File: config.mk
export PLATFORM = sky130hd
export DESIGN_NAME = multicycle_controller_flat
export DESIGN_NICKNAME = d
export VERILOG_FILES = /design/src/rtl/cpu_pkg.sv /design/src/rtl/multicycle_controller_if.sv /design/src/rtl/alu_decoder.sv /design/src/rtl/multicycle_controller.sv /design/src/flat_wrapper.sv
export SDC_FILE = /design/constraint.sdc
export NUM_CORES = 1
export LEC_CHECK = 0
export BUFFER_PORTS_ARGS = -buffer_cell sky130_fd_sc_hd__buf_2
export CORE_ASPECT_RATIO = 1.1
export CORE_UTILIZATION = 45
export CTS_CLUSTER_DIAMETER = 200
export DETAILED_ROUTE_END_ITERATION = 6
export GPL_ROUTABILITY_DRIVEN = 0
export PLACE_DENSITY_LB_ADDON = 0.1
export SLEW_MARGIN = 20
export SYNTH_ARGS = -nofsm -noshare
export SYNTH_HDL_FRONTEND = slang
export SYNTH_SLANG_ARGS = --single-unit
File: constraint.sdc
create_clock -name clk -period 1.45 [get_ports clk]
set_clock_uncertainty 0.05 [all_clocks]
set_input_delay 0.145 -clock clk [delete_from_list [all_inputs] [get_ports clk]]
set_output_delay 0.145 -clock clk [all_outputs]
set_load 0.02 [all_outputs]
File: src/rtl/cpu_pkg.sv
// Shared encodings for the multicycle core: FSM states, opcodes, functs and ALU controls.
package cpu_pkg;

  typedef enum logic [3:0] {
    S_FETCH,
    S_DECODE,
    S_MEMADR,
    S_MEMREAD,
    S_MEMWB,
    S_MEMWRITE,
    S_EXECUTE,
    S_ALUWB,
    S_BRANCH,
    S_ADDIEX,
    S_ADDIWB,
    S_JUMP
  } state_t;

  typedef enum logic [1:0] {
    ALUOP_ADD   = 2'b00,
    ALUOP_SUB   = 2'b01,
    ALUOP_FUNCT = 2'b10,
    ALUOP_NONE  = 2'b11
  } alu_op_t;

  localparam logic [5:0] OP_RTYPE = 6'b000000;
  localparam logic [5:0] OP_LW    = 6'b100011;
  localparam logic [5:0] OP_SW    = 6'b101011;
  localparam logic [5:0] OP_BEQ   = 6'b000100;
  localparam logic [5:0] OP_ADDI  = 6'b001000;
  localparam logic [5:0] OP_J     = 6'b000010;

  localparam logic [5:0] F_ADD = 6'b100000;
  localparam logic [5:0] F_SUB = 6'b100010;
  localparam logic [5:0] F_AND = 6'b100100;
  localparam logic [5:0] F_OR  = 6'b100101;
  localparam logic [5:0] F_SLT = 6'b101010;

  // ALU_ANDN/ALU_ORN are implemented by the ALU but never issued by this controller
  localparam logic [2:0] ALU_AND  = 3'b000;
  localparam logic [2:0] ALU_OR   = 3'b001;
  localparam logic [2:0] ALU_ADD  = 3'b010;
  localparam logic [2:0] ALU_ANDN = 3'b100;
  localparam logic [2:0] ALU_ORN  = 3'b101;
  localparam logic [2:0] ALU_SUB  = 3'b110;
  localparam logic [2:0] ALU_SLT  = 3'b111;

endpackage

File: src/rtl/multicycle_controller_if.sv
// Controller <-> datapath/memory bundle; master is the controller side.
interface multicycle_controller_if;
  logic [5:0] opcode;
  logic [5:0] funct;
  logic       zero;
  logic       mem_ready;
  logic       mem_req;
  logic       mem_write;
  logic       iord;
  logic       ir_write;
  logic       pc_en;
  logic [1:0] pc_src;
  logic       alu_src_a;
  logic [1:0] alu_src_b;
  logic [2:0] alu_control;
  logic       reg_write;
  logic       reg_dst;
  logic       mem_to_reg;
  logic       illegal_op;

  modport master (
    input  opcode, funct, zero, mem_ready,
    output mem_req, mem_write, iord, ir_write, pc_en, pc_src, alu_src_a, alu_src_b,
           alu_control, reg_write, reg_dst, mem_to_reg, illegal_op
  );

  modport slave (
    output opcode, funct, zero, mem_ready,
    input  mem_req, mem_write, iord, ir_write, pc_en, pc_src, alu_src_a, alu_src_b,
           alu_control, reg_write, reg_dst, mem_to_reg, illegal_op
  );
endinterface

File: src/rtl/alu_decoder.sv
// Maps alu_op + funct to the ALU control code; funct_valid flags a supported R-type funct.
module alu_decoder
  import cpu_pkg::*;
(
  input  alu_op_t    alu_op,
  input  logic [5:0] funct,
  output logic [2:0] alu_control,
  output logic       funct_valid
);

  logic [2:0] funct_ctl;

  always_comb begin
    funct_valid = 1'b1;
    funct_ctl   = ALU_AND;
    case (funct)
      F_ADD:   funct_ctl = ALU_ADD;
      F_SUB:   funct_ctl = ALU_SUB;
      F_AND:   funct_ctl = ALU_AND;
      F_OR:    funct_ctl = ALU_OR;
      F_SLT:   funct_ctl = ALU_SLT;
      default: funct_valid = 1'b0;
    endcase
  end

  always_comb begin
    case (alu_op)
      ALUOP_ADD:   alu_control = ALU_ADD;
      ALUOP_SUB:   alu_control = ALU_SUB;
      ALUOP_FUNCT: alu_control = funct_ctl;
      default:     alu_control = ALU_AND;
    endcase
  end

endmodule

File: src/rtl/multicycle_controller.sv
// Moore control FSM for the multicycle MIPS-subset core with req/ready memory stalls.
//   state      | meaning
//   S_FETCH    | read instruction at PC, PC+4 on completion
//   S_DECODE   | precompute branch target, dispatch on opcode
//   S_MEMADR   | base + imm for lw/sw
//   S_MEMREAD  | load access, holds until mem_ready
//   S_MEMWB    | load data -> rt
//   S_MEMWRITE | store access, holds until mem_ready
//   S_EXECUTE  | R-type ALU op
//   S_ALUWB    | ALU result -> rd
//   S_BRANCH   | compare, take target when zero
//   S_ADDIEX   | rs + imm
//   S_ADDIWB   | ALU result -> rt
//   S_JUMP     | PC <- jump target
module multicycle_controller
  import cpu_pkg::*;
#(
  parameter state_t RESET_STATE = S_FETCH
) (
  input  logic                   clk,
  input  logic                   reset,
  multicycle_controller_if.master bus
);

  state_t     state;
  alu_op_t    alu_op;
  logic [2:0] alu_ctl_raw;
  logic       funct_valid;
  logic       decode_illegal;

  alu_decoder u_alu_decoder (
    .alu_op      (alu_op),
    .funct       (bus.funct),
    .alu_control (alu_ctl_raw),
    .funct_valid (funct_valid)
  );

  always_comb begin
    case (bus.opcode)
      OP_LW, OP_SW, OP_BEQ, OP_ADDI, OP_J: decode_illegal = 1'b0;
      OP_RTYPE:                            decode_illegal = ~funct_valid;
      default:                             decode_illegal = 1'b1;
    endcase
  end

  always_ff @(posedge clk or posedge reset) begin
    if (reset) begin
      state <= RESET_STATE;
    end else begin
      case (state)
        S_FETCH:    if (bus.mem_ready) state <= S_DECODE;
        S_DECODE: begin
          if (decode_illegal) state <= S_FETCH;
          else begin
            case (bus.opcode)
              OP_LW, OP_SW: state <= S_MEMADR;
              OP_RTYPE:     state <= S_EXECUTE;
              OP_BEQ:       state <= S_BRANCH;
              OP_ADDI:      state <= S_ADDIEX;
              OP_J:         state <= S_JUMP;
              default:      state <= S_FETCH;
            endcase
          end
        end
        S_MEMADR:   state <= (bus.opcode == OP_SW) ? S_MEMWRITE : S_MEMREAD;
        S_MEMREAD:  if (bus.mem_ready) state <= S_MEMWB;
        S_MEMWRITE: if (bus.mem_ready) state <= S_FETCH;
        S_EXECUTE:  state <= S_ALUWB;
        S_ADDIEX:   state <= S_ADDIWB;
        default:    state <= S_FETCH;
      endcase
    end
  end

  always_comb begin
    bus.mem_req    = 1'b0;
    bus.mem_write  = 1'b0;
    bus.iord       = 1'b0;
    bus.ir_write   = 1'b0;
    bus.pc_en      = 1'b0;
    bus.pc_src     = 2'b00;
    bus.alu_src_a  = 1'b0;
    bus.alu_src_b  = 2'b00;
    bus.reg_write  = 1'b0;
    bus.reg_dst    = 1'b0;
    bus.mem_to_reg = 1'b0;
    bus.illegal_op = 1'b0;
    alu_op         = ALUOP_ADD;
    case (state)
      S_FETCH: begin
        bus.mem_req   = 1'b1;
        bus.alu_src_b = 2'b01;
        bus.ir_write  = bus.mem_ready;
        bus.pc_en     = bus.mem_ready;
      end
      S_DECODE: begin
        bus.alu_src_b  = 2'b11;
        bus.illegal_op = decode_illegal;
      end
      S_MEMADR: begin
        bus.alu_src_a = 1'b1;
        bus.alu_src_b = 2'b10;
      end
      S_MEMREAD: begin
        bus.mem_req = 1'b1;
        bus.iord    = 1'b1;
      end
      S_MEMWB: begin
        bus.reg_write  = 1'b1;
        bus.mem_to_reg = 1'b1;
      end
      S_MEMWRITE: begin
        bus.mem_req   = 1'b1;
        bus.mem_write = 1'b1;
        bus.iord      = 1'b1;
      end
      S_EXECUTE: begin
        bus.alu_src_a = 1'b1;
        alu_op        = ALUOP_FUNCT;
      end
      S_ALUWB: begin
        bus.reg_write = 1'b1;
        bus.reg_dst   = 1'b1;
      end
      S_BRANCH: begin
        bus.alu_src_a = 1'b1;
        alu_op        = ALUOP_SUB;
        bus.pc_src    = 2'b01;
        bus.pc_en     = bus.zero;
      end
      S_ADDIEX: begin
        bus.alu_src_a = 1'b1;
        bus.alu_src_b = 2'b10;
      end
      S_ADDIWB:  bus.reg_write = 1'b1;
      S_JUMP: begin
        bus.pc_src = 2'b10;
        bus.pc_en  = 1'b1;
      end
      default: ;
    endcase
    // reset overrides the FETCH decode so no enable or select leaks out while held
    if (reset) begin
      bus.mem_req    = 1'b0;
      bus.ir_write   = 1'b0;
      bus.pc_en      = 1'b0;
      bus.alu_src_b  = 2'b00;
      bus.illegal_op = 1'b0;
    end
  end

  assign bus.alu_control = reset ? 3'b000 : alu_ctl_raw;

endmodule

File: src/flat_wrapper.sv
// flat-port wrapper written by rule: the top's interface ports become plain ports
module multicycle_controller_flat import cpu_pkg::*;
#(
  parameter state_t RESET_STATE = S_FETCH
)
  (clk, reset, bus_opcode, bus_funct, bus_zero, bus_mem_ready, bus_mem_req, bus_mem_write, bus_iord, bus_ir_write, bus_pc_en, bus_pc_src, bus_alu_src_a, bus_alu_src_b, bus_alu_control, bus_reg_write, bus_reg_dst, bus_mem_to_reg, bus_illegal_op);
  multicycle_controller_if bus_i ();
  input  logic clk;
  input  logic reset;
  input wire logic [$bits(bus_i.opcode)-1:0] bus_opcode;
  input wire logic [$bits(bus_i.funct)-1:0] bus_funct;
  input wire logic [$bits(bus_i.zero)-1:0] bus_zero;
  input wire logic [$bits(bus_i.mem_ready)-1:0] bus_mem_ready;
  output wire logic [$bits(bus_i.mem_req)-1:0] bus_mem_req;
  output wire logic [$bits(bus_i.mem_write)-1:0] bus_mem_write;
  output wire logic [$bits(bus_i.iord)-1:0] bus_iord;
  output wire logic [$bits(bus_i.ir_write)-1:0] bus_ir_write;
  output wire logic [$bits(bus_i.pc_en)-1:0] bus_pc_en;
  output wire logic [$bits(bus_i.pc_src)-1:0] bus_pc_src;
  output wire logic [$bits(bus_i.alu_src_a)-1:0] bus_alu_src_a;
  output wire logic [$bits(bus_i.alu_src_b)-1:0] bus_alu_src_b;
  output wire logic [$bits(bus_i.alu_control)-1:0] bus_alu_control;
  output wire logic [$bits(bus_i.reg_write)-1:0] bus_reg_write;
  output wire logic [$bits(bus_i.reg_dst)-1:0] bus_reg_dst;
  output wire logic [$bits(bus_i.mem_to_reg)-1:0] bus_mem_to_reg;
  output wire logic [$bits(bus_i.illegal_op)-1:0] bus_illegal_op;
  assign bus_i.opcode = bus_opcode;
  assign bus_i.funct = bus_funct;
  assign bus_i.zero = bus_zero;
  assign bus_i.mem_ready = bus_mem_ready;
  assign bus_mem_req = bus_i.mem_req;
  assign bus_mem_write = bus_i.mem_write;
  assign bus_iord = bus_i.iord;
  assign bus_ir_write = bus_i.ir_write;
  assign bus_pc_en = bus_i.pc_en;
  assign bus_pc_src = bus_i.pc_src;
  assign bus_alu_src_a = bus_i.alu_src_a;
  assign bus_alu_src_b = bus_i.alu_src_b;
  assign bus_alu_control = bus_i.alu_control;
  assign bus_reg_write = bus_i.reg_write;
  assign bus_reg_dst = bus_i.reg_dst;
  assign bus_mem_to_reg = bus_i.mem_to_reg;
  assign bus_illegal_op = bus_i.illegal_op;
  multicycle_controller #(.RESET_STATE(RESET_STATE)) u_core (.clk(clk), .reset(reset), .bus(bus_i));
endmodule
==> impl_metrics.py <==
metrics = {
    "logic_synthesis": {
        "ys_types": 40,
        "synth_top_flop_cell": "dfrtp_1",
        "synthCells": 88,
        "synth_area_per_cell_um2": 7.59,
        "synth_fp_nets": 104,
        "async_reset_ff_frac": 1.00,
        "synth.top_cells.by_area": "dfrtp_1 15%, nor3_2 6.0%, nand2b_1 5.6%",
        "seq_area_frac_synth": 0.150,
        "ys_seq_elements": 4,
        "yosys_warnings": 0,
        "synth-edff-count": 0,
        "syn-cell-area_um2": 668,
        "synth_top_area_frac": 0.150,
        "yosysTopAreaCell": "dfrtp_1",
    },
    "global_routing": {
        "grt_overflow": 0,
        "use_met1": 0.356,
        "grt_max_degree": 9,
        "grt_pass1_vias": 853,
        "antenna_found_initial": 0,
        "track_usage": 0.306,
        "top_usage_layer": "met2",
        "grt_pass1_wl_um": 3640,
        "grt_use_met3": 0.0479,
        "use_met2": 0.530,
    },
    "floorplan": {
        "die_x_um": 38.7,
        "design.die.area_um2": 1640,
        "die_y_um": 42.4,
        "ioPinCount": 33,
        "rows": 14,
        "core_area_um2": 1380,
        "initial_core_util": 0.483,
    },
    "clock_tree": {
        "clk_latency_ns": 0.24,
        "cts_root_buf": "clkbuf_4",
        "cts_buffers": 3,
        "cts.sinks": 4,
        "cts_tree": "built",
        "clk_pin_slew_ns": 0.04,
        "clk_path_buf_depth": 2,
        "htree_levels": 1,
    },
    "placed_design": {
        "port_buffers": 32,
        "place_ws_ns": -0.0838,
        "hpwlAfterDp_um": 1480,
    },
    "power_and_ir_drop": {
        "leakage_nw": 0.554,
        "vdd_drop_max_mv": 1.11,
        "p_int_w": 0.00110,
        "power_density_nw_per_um2": 1680,
        "power.switching_w": 0.00106,
        "switching_share": 0.490,
        "clockPowerShare": 0.069,
        "combPwrFrac": 0.820,
        "seqPwrFrac": 0.112,
    },
    "worst_setup_path": {
        "path_buf_inv": 1,
        "worstPathCellList": "nor2b_4 -> nand3_1 -> o22a_1 -> nor3_2 -> buf_4",
        "r2r-end": "u_core.state[1]",
        "critPathLaunchType": "flip-flop",
        "cp.required_ns": 1.25,
        "end_kind": "output pin",
        "ff2ff_path_depth": 6,
        "path_max_fanout": 5,
        "cpPeakStageDelay_ns": 0.46,
        "critPathKind": "reg2out",
        "critPathTopFamily": "simple AND/OR/NAND/NOR gates",
        "r2r_slack_ns": -0.16,
        "r2r_start": "u_core.state[3]",
        "cp.arrival_ns": 1.58,
        "slowest_stage": "dfrtp_2",
    },
    "route": {
        "vias": 995,
        "drtIter0Drc": 31,
        "drc": 0,
        "ant_nets": 0,
        "routedWlPerCell_um": 20.0,
        "drt_wl_total_um": 3100,
        "vias_per_cell": 6.42,
        "dr.pass1.iters": 4,
    },
    "finish": {
        "top_register": "u_core.state",
        "syn2layout_area_growth_pct": 91.6,
        "nets": 157,
        "top_regs": "u_core.state x4",
        "layout-drive-gt1-share": 0.669,
        "largest_reg_flops": 4,
        "n_antenna_cell": 0,
    },
    "sta": {
        "slew_headroom": 0.758,
        "tightest_slew_ns": 0.361,
        "setup_violations": 19,
        "fmax_mhz": 563,
        "layout_min_cycle_time_ns": 1.78,
        "setup_tns_ns": -2.65,
        "slew_violations": 0,
        "fin_crit_sh": 1.23,
        "rsz0062_at_grt": "true",
        "setup_slack_ns": -0.327,
        "hold_viol": 0,
    },
    "min_path": {
        "worstHoldPathType": "in2reg",
        "min_from": "bus_opcode[4]",
        "worstHoldPathCells": 4,
        "hold_end": "u_core.state[2]",
    },
    "status": {
        "violations": "setup timing",
        "run_status": "finished, violations left",
    },
    "flow_run": {
        "maxCapViolations": 0,
    },
}
==> layout by cell type (no fill, tap or decap), types with 2 or more instances in the layout <==
master / n
nor3_4: 5
o21ai_0: 2
buf_6: 17
nand2b_4: 4
a21oi_1: 3
inv_1: 3
o21a_1: 2
nand2_1: 5
clkbuf_4: 3
nor2_1: 5
nand2b_1: 3
a21oi_2: 3
nor3_1: 2
nor4_2: 2
buf_4: 18
dfrtp_2: 3
nand2_2: 2
nor2_2: 2
nand3_1: 3
buf_2: 16
nor2b_1: 3
==> through the flow <==
step	area (um^2)	std cells	hold slack, ns	power [W]	utilization
CTS	1100	151	0.231	0.00161	0.792
finish	1280	155	0.237	0.00216	0.925
floorplan	694	88	0.0669	0.000951	-
global route	1280	155	0.245	0.00223	0.925
global placement	900	140	0.192	0.00121	0.650
detailed placement	900	140	0.193	0.00123	0.650
==> timing repair <==
action                                 in CTS  in global routing
hold buffers                                1                  0
buffers inserted                            7                  5
setup endpoints to repair                  18                 20
gates resized for setup                    34                 36
endpoints found under the hold margin       4                  0
pin swaps                                   6                  9
==> kinds of logic after synthesis <==
kind of cell              synth area share
xor gates and xnor gates            0.0262
DFF                                  0.150
and+or+nand+nor                      0.423
buffers and inverters               0.0917
muxes                               0.0300
AOI/OAI and AO/OA                    0.279
==> cells in the mapped netlist, types with 3 or more instances <==
| library cell | count |
|---|---|
| dfrtp_1 | 4 |
| a21oi_1 | 6 |
| nand3_1 | 4 |
| nor3_1 | 4 |
| o21ai_0 | 3 |
| nor2b_1 | 3 |
| nand2b_1 | 6 |
| inv_1 | 4 |
| nor3_2 | 4 |
| nand2_1 | 7 |
| nor2_1 | 8 |
==> metal layers <==
layer | vias to the layer above | share of wire
met5 | - | 0
met4 | 0 | 0.025
met3 | 10 | 0.072
met2 | 80 | 0.51
met1 | 468 | 0.39
li1 | 437 | -
==> worst min-delay path, cell delays in order <==
cell,delay [ns]
buf_2,0.11
nor2_1,0.05
nand3_2,0.09
o211ai_2,0.09
==> worst max-delay path by stage <==
stage	startpoint	endpoint	slack (ns)	cells past startpoint
2_1_floorplan	u_core.state[2]	bus_pc_en	-0.11	3
3_3_place_gp	u_core.state[2]	bus_pc_en	-0.03	4
3_5_place_dp	u_core.state[3]	bus_pc_en	-0.08	5
4_1_cts	u_core.state[2]	bus_pc_en	-0.20	4
5_1_grt	u_core.state[3]	bus_alu_control[2]	-0.37	5
6_report	u_core.state[1]	bus_alu_control[2]	-0.33	5
==> area by class of cell <==
type                    count  area [um^2]
flip-flops and latches      4          104
inverters                   5         21.3
multi-input cells          74          681
fillers                    49          104
clock buffers               3         22.5
well taps                  16         20.0
repair buffers             53          432
==> power by group through the flow <==
stage / Clock (W) / Combinational, W / Sequential [W]
final: 0.000148 / 0.00177 / 0.000240
after global routing: 0.000155 / 0.00183 / 0.000236
after CTS: 0.000144 / 0.00125 / 0.000218
after detailed placement: 0 / 0.00101 / 0.000219
after global placement: 0 / 0.000996 / 0.000219
after floorplan: 0 / 0.000758 / 0.000194
No activity file was read; power rests on OpenSTA's default activity.
